**config.mk**
```make
export PLATFORM = sky130hd
export DESIGN_NAME = result_streamer
export DESIGN_NICKNAME = d
export VERILOG_FILES = /design/src/rtl/result_streamer.sv
export SDC_FILE = /design/constraint.sdc
export NUM_CORES = 1
export LEC_CHECK = 0
export CAP_MARGIN = 30
export CORE_MARGIN = 4
export CORE_UTILIZATION = 23
export CTS_BUF_LIST = sky130_fd_sc_hd__clkbuf_8 sky130_fd_sc_hd__clkbuf_16
export DETAILED_ROUTE_END_ITERATION = 6
export PLACE_DENSITY = 0.52
export SETUP_SLACK_MARGIN = 0.05
export SYNTH_ARGS = -nofsm -noshare
export SYNTH_HDL_FRONTEND = slang
export SYNTH_SLANG_ARGS = --single-unit
```
**constraint.sdc**
```tcl
create_clock -name clk -period 4.8 [get_ports clk]
set_input_delay 0.96 -clock clk [delete_from_list [all_inputs] [get_ports clk]]
set_output_delay 0.96 -clock clk [all_outputs]
set_load 0.005 [all_outputs]
```
**src/rtl/result_streamer.sv**
```systemverilog
// Streams a captured packed result matrix out one element per valid/ready transfer.
// Element 0 sits in the most significant field of mat_in.
module result_streamer #(
    parameter int ELEM_W = 10,
    parameter int N_ELEM = 16
) (
    input  logic                     clk,
    input  logic                     rst,
    input  logic [ELEM_W*N_ELEM-1:0] mat_in,
    input  logic                     start,
    input  logic                     elem_ready,
    output logic                     elem_valid,
    output logic [ELEM_W-1:0]        elem_data,
    output logic [3:0]               elem_idx,
    output logic                     elem_last,
    output logic                     busy,
    output logic                     done
);

    localparam int         MAT_W    = ELEM_W * N_ELEM;
    localparam logic [3:0] LAST_IDX = 4'(N_ELEM - 1);

    typedef enum logic [1:0] {
        IDLE = 2'd0,
        SEND = 2'd1,
        DONE = 2'd2
    } state_t;

    state_t              state_r;
    logic [MAT_W-1:0]    snap_r;
    logic [3:0]          idx_r;
    logic                valid_r;
    logic [ELEM_W-1:0]   data_r;
    logic                last_r;
    logic                busy_r;
    logic                done_r;

    logic [3:0]          idx_inc_s;
    logic [ELEM_W-1:0]   next_data_s;

    // Raw field extraction; element idx counted from the top of the packed vector.
    function automatic logic [ELEM_W-1:0] elem_at(input logic [MAT_W-1:0] mat,
                                                  input logic [3:0]       idx);
        int pos;
        pos     = (N_ELEM - 1 - int'(idx)) * ELEM_W;
        elem_at = ELEM_W'(mat >> pos);
    endfunction

    // Next index and its element, looked up from the snapshot only.
    always_comb begin
        idx_inc_s   = idx_r + 4'd1;
        next_data_s = elem_at(snap_r, idx_inc_s);
    end

    // Control FSM with all outputs registered alongside the state.
    always_ff @(posedge clk) begin
        if (rst) begin
            state_r <= IDLE;
            snap_r  <= '0;
            idx_r   <= 4'd0;
            valid_r <= 1'b0;
            data_r  <= '0;
            last_r  <= 1'b0;
            busy_r  <= 1'b0;
            done_r  <= 1'b0;
        end else begin
            case (state_r)
                IDLE: begin
                    if (start) begin
                        state_r <= SEND;
                        snap_r  <= mat_in;
                        idx_r   <= 4'd0;
                        valid_r <= 1'b1;
                        data_r  <= elem_at(mat_in, 4'd0);
                        last_r  <= (LAST_IDX == 4'd0);
                        busy_r  <= 1'b1;
                        done_r  <= 1'b0;
                    end else begin
                        idx_r   <= 4'd0;
                        valid_r <= 1'b0;
                        data_r  <= '0;
                        last_r  <= 1'b0;
                        busy_r  <= 1'b0;
                        done_r  <= 1'b0;
                    end
                end
                SEND: begin
                    if (elem_ready) begin
                        if (idx_r == LAST_IDX) begin
                            state_r <= DONE;
                            idx_r   <= 4'd0;
                            valid_r <= 1'b0;
                            data_r  <= '0;
                            last_r  <= 1'b0;
                            busy_r  <= 1'b0;
                            done_r  <= 1'b1;
                        end else begin
                            idx_r   <= idx_inc_s;
                            data_r  <= next_data_s;
                            last_r  <= (idx_inc_s == LAST_IDX);
                        end
                    end else begin
                        // Backpressure: hold the presented element unchanged.
                        idx_r   <= idx_r;
                        data_r  <= data_r;
                        last_r  <= last_r;
                    end
                end
                DONE: begin
                    // Stay here while start is still high so a level start captures once.
                    if (!start) begin
                        state_r <= IDLE;
                        done_r  <= 1'b0;
                    end else begin
                        done_r  <= 1'b1;
                    end
                end
                default: begin
                    state_r <= IDLE;
                    idx_r   <= 4'd0;
                    valid_r <= 1'b0;
                    data_r  <= '0;
                    last_r  <= 1'b0;
                    busy_r  <= 1'b0;
                    done_r  <= 1'b0;
                end
            endcase
        end
    end

    assign elem_valid = valid_r;
    assign elem_data  = data_r;
    assign elem_idx   = idx_r;
    assign elem_last  = last_r;
    assign busy       = busy_r;
    assign done       = done_r;

endmodule
```
==> impl_metrics.json, run 1 <==
{
  "cpMostUsedCell": "xnor2_1",
  "fin_ws_ps": 906,
  "fp.dieW_um": 236,
  "cts_buffers": 17,
  "drc": 0,
  "tightest_slew_ps": 1090,
  "fin_cells": 2097,
  "maxSlewHeadroom": 0.276,
  "critPathMaxStageDelay_ps": 680,
  "area_delta_synth_final_pct": 24.7,
  "synth_flop_cell": "dfxtp_1",
  "setup_viol": 0,
  "crit_family": "XOR/XNOR gates",
  "layout-drive-gt1-share": 0.156,
  "end_kind": "flop",
  "crit_end": "elem_data[6]$_SDFFE_PP0P_",
  "post_drt_wl_per_cell_um": 20.6,
  "synth_area_leader_cell": "dfxtp_1",
  "regToRegSetupSlack_ps": 910,
  "cp.arrival_ps": 4230,
  "max_freq_mhz": 257,
  "path_depth": 11,
  "core_sq_um": 51400,
  "ys_warn_count": 0,
  "antenna_cells": 0,
  "antenna_found_initial": 0,
  "required_ps": 5140,
  "ant_nets": 0,
  "first_global_vias": 10600,
  "syn-instance-count": 1304,
  "grt_util_all_layers": 0.152,
  "worst_setup_path_startpoint": "elem_idx[1]$_SDFFE_PP0P_",
  "clk_path_buf_depth": 2,
  "slew_violations": 0,
  "r2r_start": "elem_idx[1]$_SDFFE_PP0P_",
  "fin_crit_sh": 0.811,
  "synth_cell_type_count": 60,
  "synth_seq_area_share": 0.300,
  "final_common_cell": "nand2_1",
  "hpwl_um": 32600,
  "postSynth.asyncResetShare": 0,
  "synth_area_leaders": "dfxtp_1 (30%), mux4_2 (27%), nand2_1 (12%)",
  "cts_tree": "yes",
  "pre_cts_slack_ps": 1030,
  "cts-resized-gates": 0,
  "routed_wl_um": 43100,
  "hold_viol": 0,
  "wl_met2_um": 20600,
  "die_h_um": 236,
  "rows": 83,
  "ctsRootBufferMaster": "clkbuf_16",
  "synth_top_cell_area_share": 0.300,
  "io_pins": 182,
  "grt_pass1_wl_um": 66000,
  "h-tree-depth": 4,
  "rr_worst_depth": 11,
  "r2r-end": "elem_data[6]$_SDFFE_PP0P_",
  "wl_met1_um": 19600,
  "cellPowerDensity_nw_per_um2": 474,
  "postCtsSetupRepairBufs": 0,
  "dr.pass1.iters": 5,
  "start_util": 0.232,
  "drtIter0Drc": 899,
  "crit_type": "reg -> reg",
  "tns_ps": 0,
  "status": "completed",
  "path_buf_inv": 1,
  "path_cells": "nand3_1, xnor2_1, xnor2_1, ha_1, inv_1, fa_1, xnor3_1, nor2_1, a21oi_1, nor4b_1, o22ai_1",
  "gp_congestion": 0.903,
  "avgViaCountPerCell": 5.12,
  "port_buffers": 181,
  "ys_seq_elements": 179,
  "hold_buffers": 0,
  "netlist_area_sq_um": 11900,
  "nFillCells": 5446,
  "dp_cells": 2064,
  "crit_slowest_cell": "xnor3_1",
  "grt_setup_unrepaired": "false",
  "synth_edf_count": 0,
  "synth.avg_cell_area_sq_um": 9.16,
  "fin_skew_ps": 16.3,
  "cts.clk_slew.worst_paths_ps": 80,
  "mostFrequentLayoutCells": "nand2_1 (383), a21oi_1 (198), clkdlybuf4s50_1 (180)",
  "multiInputGateArea_sq_um": 7740,
  "cp_max_fo": 14,
  "fin_crit_ps": 3890,
  "cts_sinks": 179,
  "worst_setup_path_start_kind": "flop",
  "ff_latch_area_sq_um": 3590,
  "insertion_delay_ps": 490,
  "hp-class": "reg -> reg",
  "dieArea_sq_um": 55600,
  "grt-ovfl-total": 0,
  "wl_met3_um": 2390,
  "grt_start_max_net_pins": 173,
  "vias": 10700,
  "top_layer": "met4",
  "nets": 1577,
  "drv_cap": 0,
  "power_leakage_nw": 5.18,
  "synth_nets": 1477,
  "worst_ir_drop_vdd_mv": 0.301
}
## sequential cells by signal, summed over array words and instances, names as in the netlist
register and flops:
busy 1, elem_last 1, done 1, elem_data 10
elem_idx 4, snap_r 160, state_r 2
## cell type report
cell class	instances	area share
clock inverters	15	0.0120
repair buffers	205	0.138
clock buffers	17	0.0286
multi-input cells	990	0.520
well taps	680	0.0572
inverters	11	0.00277
flip-flops and latches	179	0.241
## metrics by stage
step                       util  cell area (sq um)  hold slack [ps]  power, W
after detailed placement  0.277              14300              457   0.00565
after global routing      0.290              14900              483   0.00751
after floorplan               -              11900              433   0.00454
after global placement    0.277              14300              454   0.00562
after CTS                 0.289              14900              470   0.00712
final                     0.290              14900              472   0.00706
## power by group
group	internal, W	total (W)	leakage, nW	switching (W)
clock network	0.000706	0.00144	0.295	0.000737
registers	0.00176	0.00214	1.47	0.000385
logic	0.00154	0.00347	3.42	0.00193
## cells in the mapped netlist, drive strengths merged, types with 2 or more instances
library cell	n
ha	8
a211oi	9
o31ai	3
o311a	2
o211ai	6
or3	2
mux2	13
nand3	9
xnor2	3
a22o	10
o221ai	2
mux2i	31
nor2	34
a221oi	10
mux4	146
nor3	14
buf	51
a31o	2
nor2b	6
dfxtp	179
a21oi	198
o21ai	19
nor4	2
inv	10
a2bb2oi	2
nand4	6
a22oi	28
clkbuf	73
and3	2
nand3b	2
nand2	384
o22a	3
and2	7
a32oi	7
nand2b	3
## tightest hold or removal path, cell delays in order, from the launching register on
cell and delay (ps):
dfxtp_1 320, nand2_1 50, a21oi_1 60
## worst min-delay path by stage
stage | startpoint | cells after the start | slack, ps | endpoint
after detailed placement | snap_r[1]$_SDFFE_PP0P_ | 2 | 460 | snap_r[1]$_SDFFE_PP0P_
after global routing | snap_r[1]$_SDFFE_PP0P_ | 2 | 480 | snap_r[1]$_SDFFE_PP0P_
final | snap_r[1]$_SDFFE_PP0P_ | 2 | 470 | snap_r[1]$_SDFFE_PP0P_
after CTS | snap_r[1]$_SDFFE_PP0P_ | 2 | 470 | snap_r[1]$_SDFFE_PP0P_
after global placement | snap_r[1]$_SDFFE_PP0P_ | 2 | 450 | snap_r[1]$_SDFFE_PP0P_
after floorplan | snap_r[0]$_SDFFE_PP0P_ | 2 | 430 | snap_r[0]$_SDFFE_PP0P_
## logic make-up (layout without fill, tap and decap cells)
family                     count (synthesis)  after routing  share of synthesized area
AOI/OAI and AO/OA                        311            311                      0.156
xor gates and xnor gates                   6              6                    0.00692
adders and majority gates                  9              9                     0.0101
buffers and inverters                    135            248                     0.0533
DFF                                      179            179                      0.300
muxes                                    190            190                      0.315
and+or+nand+nor                          474            474                      0.159
## routing by layer
layer | up-vias | track usage
met5 | - | 0
met4 | 0 | 0.0400
met3 | 34 | 0.0300
met2 | 378 | 0.247
met1 | 5330 | 0.209
li1 | 5000 | -
Note: power is estimated with default switching activity, not from simulation.
==> run 2, diff against run 1 <==
--- a/config.mk
+++ b/config.mk
@@ -10,7 +10,7 @@
 export CORE_UTILIZATION = 23
 export CTS_BUF_LIST = sky130_fd_sc_hd__clkbuf_8 sky130_fd_sc_hd__clkbuf_16
 export DETAILED_ROUTE_END_ITERATION = 6
-export PLACE_DENSITY = 0.52
+export PLACE_DENSITY = 0.51
 export SETUP_SLACK_MARGIN = 0.05
 export SYNTH_ARGS = -nofsm -noshare
 export SYNTH_HDL_FRONTEND = slang
==> constraint.sdc (replaced) <==
create_clock -name clk -period 3.9 [get_ports clk]
set_input_delay 0.78 -clock clk [delete_from_list [all_inputs] [get_ports clk]]
set_output_delay 0.78 -clock clk [all_outputs]
set_load 0.005 [all_outputs]
==> impl_metrics.json, run 2 (same netlist as run 1, synthesis figures left out) <==
{
  "rr_worst_depth": 12,
  "nets": 1591,
  "fin_crit_ps": 3540,
  "drc": 0,
  "required_ps": 4200,
  "grt_util_all_layers": 0.154,
  "hp-class": "reg -> reg",
  "cp_max_fo": 14,
  "drv_cap": 0,
  "antenna_cells": 0,
  "die_h_um": 236,
  "ctsRootBufferMaster": "clkbuf_16",
  "clk_path_buf_depth": 2,
  "core_sq_um": 51400,
  "antenna_found_initial": 0,
  "cts-resized-gates": 0,
  "cellPowerDensity_nw_per_um2": 586,
  "cts_buffers": 17,
  "post_drt_wl_per_cell_um": 20.8,
  "r2r-end": "elem_data[3]$_SDFFE_PP0P_",
  "grt_setup_unrepaired": "false",
  "insertion_delay_ps": 460,
  "end_kind": "flop",
  "worst_setup_path_start_kind": "flop",
  "regToRegSetupSlack_ps": 360,
  "hold_buffers": 0,
  "rows": 83,
  "crit_type": "reg -> reg",
  "slew_violations": 0,
  "nFillCells": 5431,
  "dr.pass1.iters": 5,
  "port_buffers": 181,
  "dieArea_sq_um": 55600,
  "largest-register": "snap_r",
  "hold_viol": 0,
  "tns_ps": 0,
  "start_util": 0.232,
  "final_common_cell": "nand2_1",
  "r2r_start": "elem_idx[1]$_SDFFE_PP0P_",
  "power_leakage_nw": 5.25,
  "cts.clk_slew.worst_paths_ps": 70,
  "avgViaCountPerCell": 5.14,
  "vias": 10800,
  "utilization": 0.292,
  "hpwl_um": 33500,
  "area_delta_synth_final_pct": 25.6,
  "cts_tree": "yes",
  "critPathMaxStageDelay_ps": 580,
  "placed_area_sq_um": 14400,
  "maxSlewHeadroom": 0.408,
  "crit_slowest_cell": "ha_2",
  "fp.dieW_um": 236,
  "gp_congestion": 0.930,
  "ant_nets": 0,
  "postCtsSetupRepairBufs": 0,
  "status": "completed",
  "cts_sinks": 179,
  "cp.arrival_ps": 3850,
  "worst_ir_drop_vdd_mv": 0.363,
  "io_pins": 182,
  "first_global_vias": 10700,
  "grt_start_max_net_pins": 104,
  "max_freq_mhz": 282,
  "layout-drive-gt1-share": 0.164,
  "fin_crit_sh": 0.908,
  "fin_area_sq_um": 15000,
  "drtIter0Drc": 1042,
  "mostFrequentLayoutCells": "nand2_1 (383), a21oi_1 (197), clkdlybuf4s50_1 (180)",
  "grt_pass1_wl_um": 67000,
  "largest_reg_flops": 160,
  "tightest_slew_ps": 888,
  "grt-ovfl-total": 0,
  "routed_wl_um": 43800,
  "path_cells": "nand3_1, xnor2_1, xnor2_1, ha_2, buf_4, nor2_1, buf_4, a22o_1, a221oi_1, nor3_1, o41ai_2, o221ai_1",
  "crit_end": "elem_data[3]$_SDFFE_PP0P_",
  "worst_setup_path_startpoint": "elem_idx[1]$_SDFFE_PP0P_",
  "worstHoldStart": "snap_r[152]$_SDFFE_PP0P_",
  "h-tree-depth": 4,
  "fin_skew_ps": 13.8,
  "hold_ws_ps": 486,
  "setup_viol": 0
}
run 2: changes by cell type in the layout (fill, tap and decap cells not counted), moves of 2 or more:
cell	before	now
clkinv_8	4	0
inv_6	4	0
clkinvlp_4	0	4
inv_8	4	0
bufinv_16	0	3
inv_1	9	12
buf_4	20	34
clkbuf_8	0	2
run 2: critical path: cells and delay by family (launching register included):
kind	cells	cell delay (ps)
AO/OA/AOI/OAI	4	1030
adder cells (fa/ha/maj)	1	580
XOR/XNOR	2	520
flip-flops	1	450
buffers and inverters	2	440
AND/OR/NAND/NOR	3	370
run 2: layout make-up:
cell class / count / area [sq um] / area share
inverters: 11 / 46.3 / 0.00309
multi-input cells: 990 / 7750 / 0.517
repair buffers: 219 / 2160 / 0.144
well taps: 680 / 851 / 0.0567
clock buffers: 19 / 453 / 0.0302
clock inverters: 11 / 140 / 0.00935
flip-flops and latches: 179 / 3590 / 0.239
run 2: through the flow:
stage / total power (W) / std cells / setup slack [ps]
2_1_floorplan: 0.00565 / 1304 / 64.2
5_1_grt: 0.00935 / 2109 / 182
3_5_place_dp: 0.00703 / 2079 / 435
4_1_cts: 0.00885 / 2109 / 418
6_report: 0.00879 / 2109 / 358
3_3_place_gp: 0.00696 / 2078 / 576
run 2: metal layers:
| metal | part of all wire | wire, um | up-vias | global-route usage |
|---|---|---|---|---|
| met4 | 0.015 | 675 | 0 | 0.0343 |
| met2 | 0.47 | 20800 | 417 | 0.249 |
| li1 | - | - | 5021 | - |
| met5 | 0 | 0 | - | 0 |
| met3 | 0.068 | 2960 | 37 | 0.0378 |
| met1 | 0.44 | 19400 | 5360 | 0.210 |
run 2: power breakdown:
group / leakage [nW] / switching, W / internal, W
clock: 0.287 / 0.000766 / 0.00103
sequential: 1.47 / 0.000484 / 0.00217
combinational: 3.50 / 0.00240 / 0.00195
total: 5.25 / 0.00365 / 0.00514
run 2: worst min path at each step:
stage,end,cells after the start
floorplan,snap_r[0]$_SDFFE_PP0P_,2
global placement,snap_r[1]$_SDFFE_PP0P_,2
detailed placement,snap_r[152]$_SDFFE_PP0P_,2
CTS,snap_r[152]$_SDFFE_PP0P_,2
global route,snap_r[152]$_SDFFE_PP0P_,2
finish,snap_r[152]$_SDFFE_PP0P_,2
==> run 3, diff against run 2 <==
--- a/config.mk
+++ b/config.mk
@@ -5,13 +5,15 @@
 export SDC_FILE = /design/constraint.sdc
 export NUM_CORES = 1
 export LEC_CHECK = 0
-export CAP_MARGIN = 30
+export CAP_MARGIN = 10
 export CORE_MARGIN = 4
 export CORE_UTILIZATION = 23
 export CTS_BUF_LIST = sky130_fd_sc_hd__clkbuf_8 sky130_fd_sc_hd__clkbuf_16
 export DETAILED_ROUTE_END_ITERATION = 6
 export PLACE_DENSITY = 0.51
 export SETUP_SLACK_MARGIN = 0.05
+export SKIP_CTS_REPAIR_TIMING = 1
+export SLEW_MARGIN = 20
 export SYNTH_ARGS = -nofsm -noshare
 export SYNTH_HDL_FRONTEND = slang
 export SYNTH_SLANG_ARGS = --single-unit
==> impl_metrics.json, run 3 (same netlist as run 1, synthesis figures left out) <==
{
  "worstHoldStart": "snap_r[1]$_SDFFE_PP0P_",
  "cp.arrival_ps": 3780,
  "grt-ovfl-total": 0,
  "antenna_cells": 0,
  "pre_cts_slack_ps": 462,
  "worst_setup_path_start_kind": "flop",
  "cts.clk_slew.worst_paths_ps": 70,
  "post_drt_wl_per_cell_um": 20.9,
  "ff_latch_area_sq_um": 3590,
  "dr.pass1.iters": 5,
  "area_delta_synth_final_pct": 25.6,
  "ant_nets": 0,
  "fin_ws_ps": 426,
  "slew_violations": 0,
  "cellPowerDensity_nw_per_um2": 590,
  "io_pins": 182,
  "grt_pass1_wl_um": 66600,
  "vias": 10900,
  "drv_cap": 0,
  "worst_setup_path_startpoint": "elem_idx[1]$_SDFFE_PP0P_",
  "final_common_cell": "nand2_1",
  "routed_wl_um": 44000,
  "h-tree-depth": 4,
  "fin_skew_ps": 13.8,
  "tns_ps": 0,
  "cts_buffers": 17,
  "insertion_delay_ps": 460,
  "drtIter0Drc": 1046,
  "port_buffers": 181,
  "crit_type": "reg -> reg",
  "fin_crit_sh": 0.891,
  "layout-drive-gt1-share": 0.163,
  "r2r_start": "elem_idx[1]$_SDFFE_PP0P_",
  "required_ps": 4200,
  "status": "completed",
  "core_sq_um": 51400,
  "clk_path_buf_depth": 2,
  "end_kind": "flop",
  "rows": 83,
  "gp_congestion": 0.930,
  "first_global_vias": 10800,
  "cp_max_fo": 14,
  "hp-class": "reg -> reg",
  "largest_reg_flops": 160,
  "grt_start_max_net_pins": 104,
  "die_h_um": 236,
  "fin_crit_ps": 3470,
  "cts_sinks": 179,
  "nFillCells": 5487,
  "maxSlewHeadroom": 0.412,
  "largest-register": "snap_r",
  "hpwl_um": 33400,
  "power_leakage_nw": 5.26,
  "mostFrequentLayoutCells": "nand2_1 (383), a21oi_1 (197), clkdlybuf4s50_1 (180)",
  "grt_util_all_layers": 0.153,
  "fp.dieW_um": 236,
  "multiInputGateArea_sq_um": 7750,
  "antenna_found_initial": 0,
  "hold_viol": 0,
  "start_util": 0.232,
  "cts_tree": "yes",
  "tightest_slew_ps": 882,
  "avgViaCountPerCell": 5.17,
  "ctsRootBufferMaster": "clkbuf_16",
  "dieArea_sq_um": 55600,
  "drc": 0,
  "setup_viol": 0,
  "nets": 1590,
  "grt_setup_unrepaired": "false",
  "worst_ir_drop_vdd_mv": 0.351,
  "max_freq_mhz": 288
}
==> run 3: worst paths after layout <==
path	depth (start not counted)	to	slack, ps
setup / recovery	12	elem_data[3]$_SDFFE_PP0P_	430
hold / removal	2	snap_r[1]$_SDFFE_PP0P_	480
setup reg to reg	12	elem_data[3]$_SDFFE_PP0P_	430
hold reg to reg	2	snap_r[1]$_SDFFE_PP0P_	480
==> run 3: stage by stage <==
stage | power (W) | instance area [sq um] | hold slack (ps) | cells | util
final | 0.00885 | 15000 | 481 | 2108 | 0.292
after CTS | 0.00891 | 15000 | 480 | 2108 | 0.292
after global routing | 0.00939 | 15000 | 510 | 2108 | 0.292
after detailed placement | 0.00702 | 14400 | 467 | 2078 | 0.280
after global placement | 0.00696 | 14400 | 467 | 2078 | 0.280
after floorplan | 0.00565 | 12000 | 433 | 1304 | -
==> run 3: metal layers <==
| layer | routed length, um | track usage | share of wire | vias up |
|---|---|---|---|---|
| met5 | 0 | 0 | 0 | - |
| met4 | 669 | 0.0351 | 0.015 | 0 |
| met3 | 2960 | 0.0378 | 0.067 | 39 |
| met2 | 20800 | 0.248 | 0.47 | 443 |
| met1 | 19500 | 0.207 | 0.44 | 5402 |
| li1 | - | - | - | 5020 |
==> run 3: final cells by class <==
type                    instances  area share
well taps                     680      0.0567
inverters                      11     0.00309
repair buffers                218       0.143
multi-input cells             990       0.517
clock inverters                11      0.0109
clock buffers                  19      0.0302
flip-flops and latches        179       0.239
==> run 3: worst max-delay path, stage by stage, from the launching register on <==
cell and delay [ps]:
dfxtp_1 440, nand3_1 170, xnor2_1 370, xnor2_1 130, ha_2 580, buf_4 270
nor2_1 80, buf_4 170, a22o_1 190, a221oi_1 290, nor3_1 110, o41ai_2 350
o221ai_1 170
==> run 3: power breakdown <==
group	switching [W]	internal (W)
sequential	0.000485	0.00217
combinational	0.00241	0.00194
clock	0.000760	0.00109
total	0.00365	0.00520
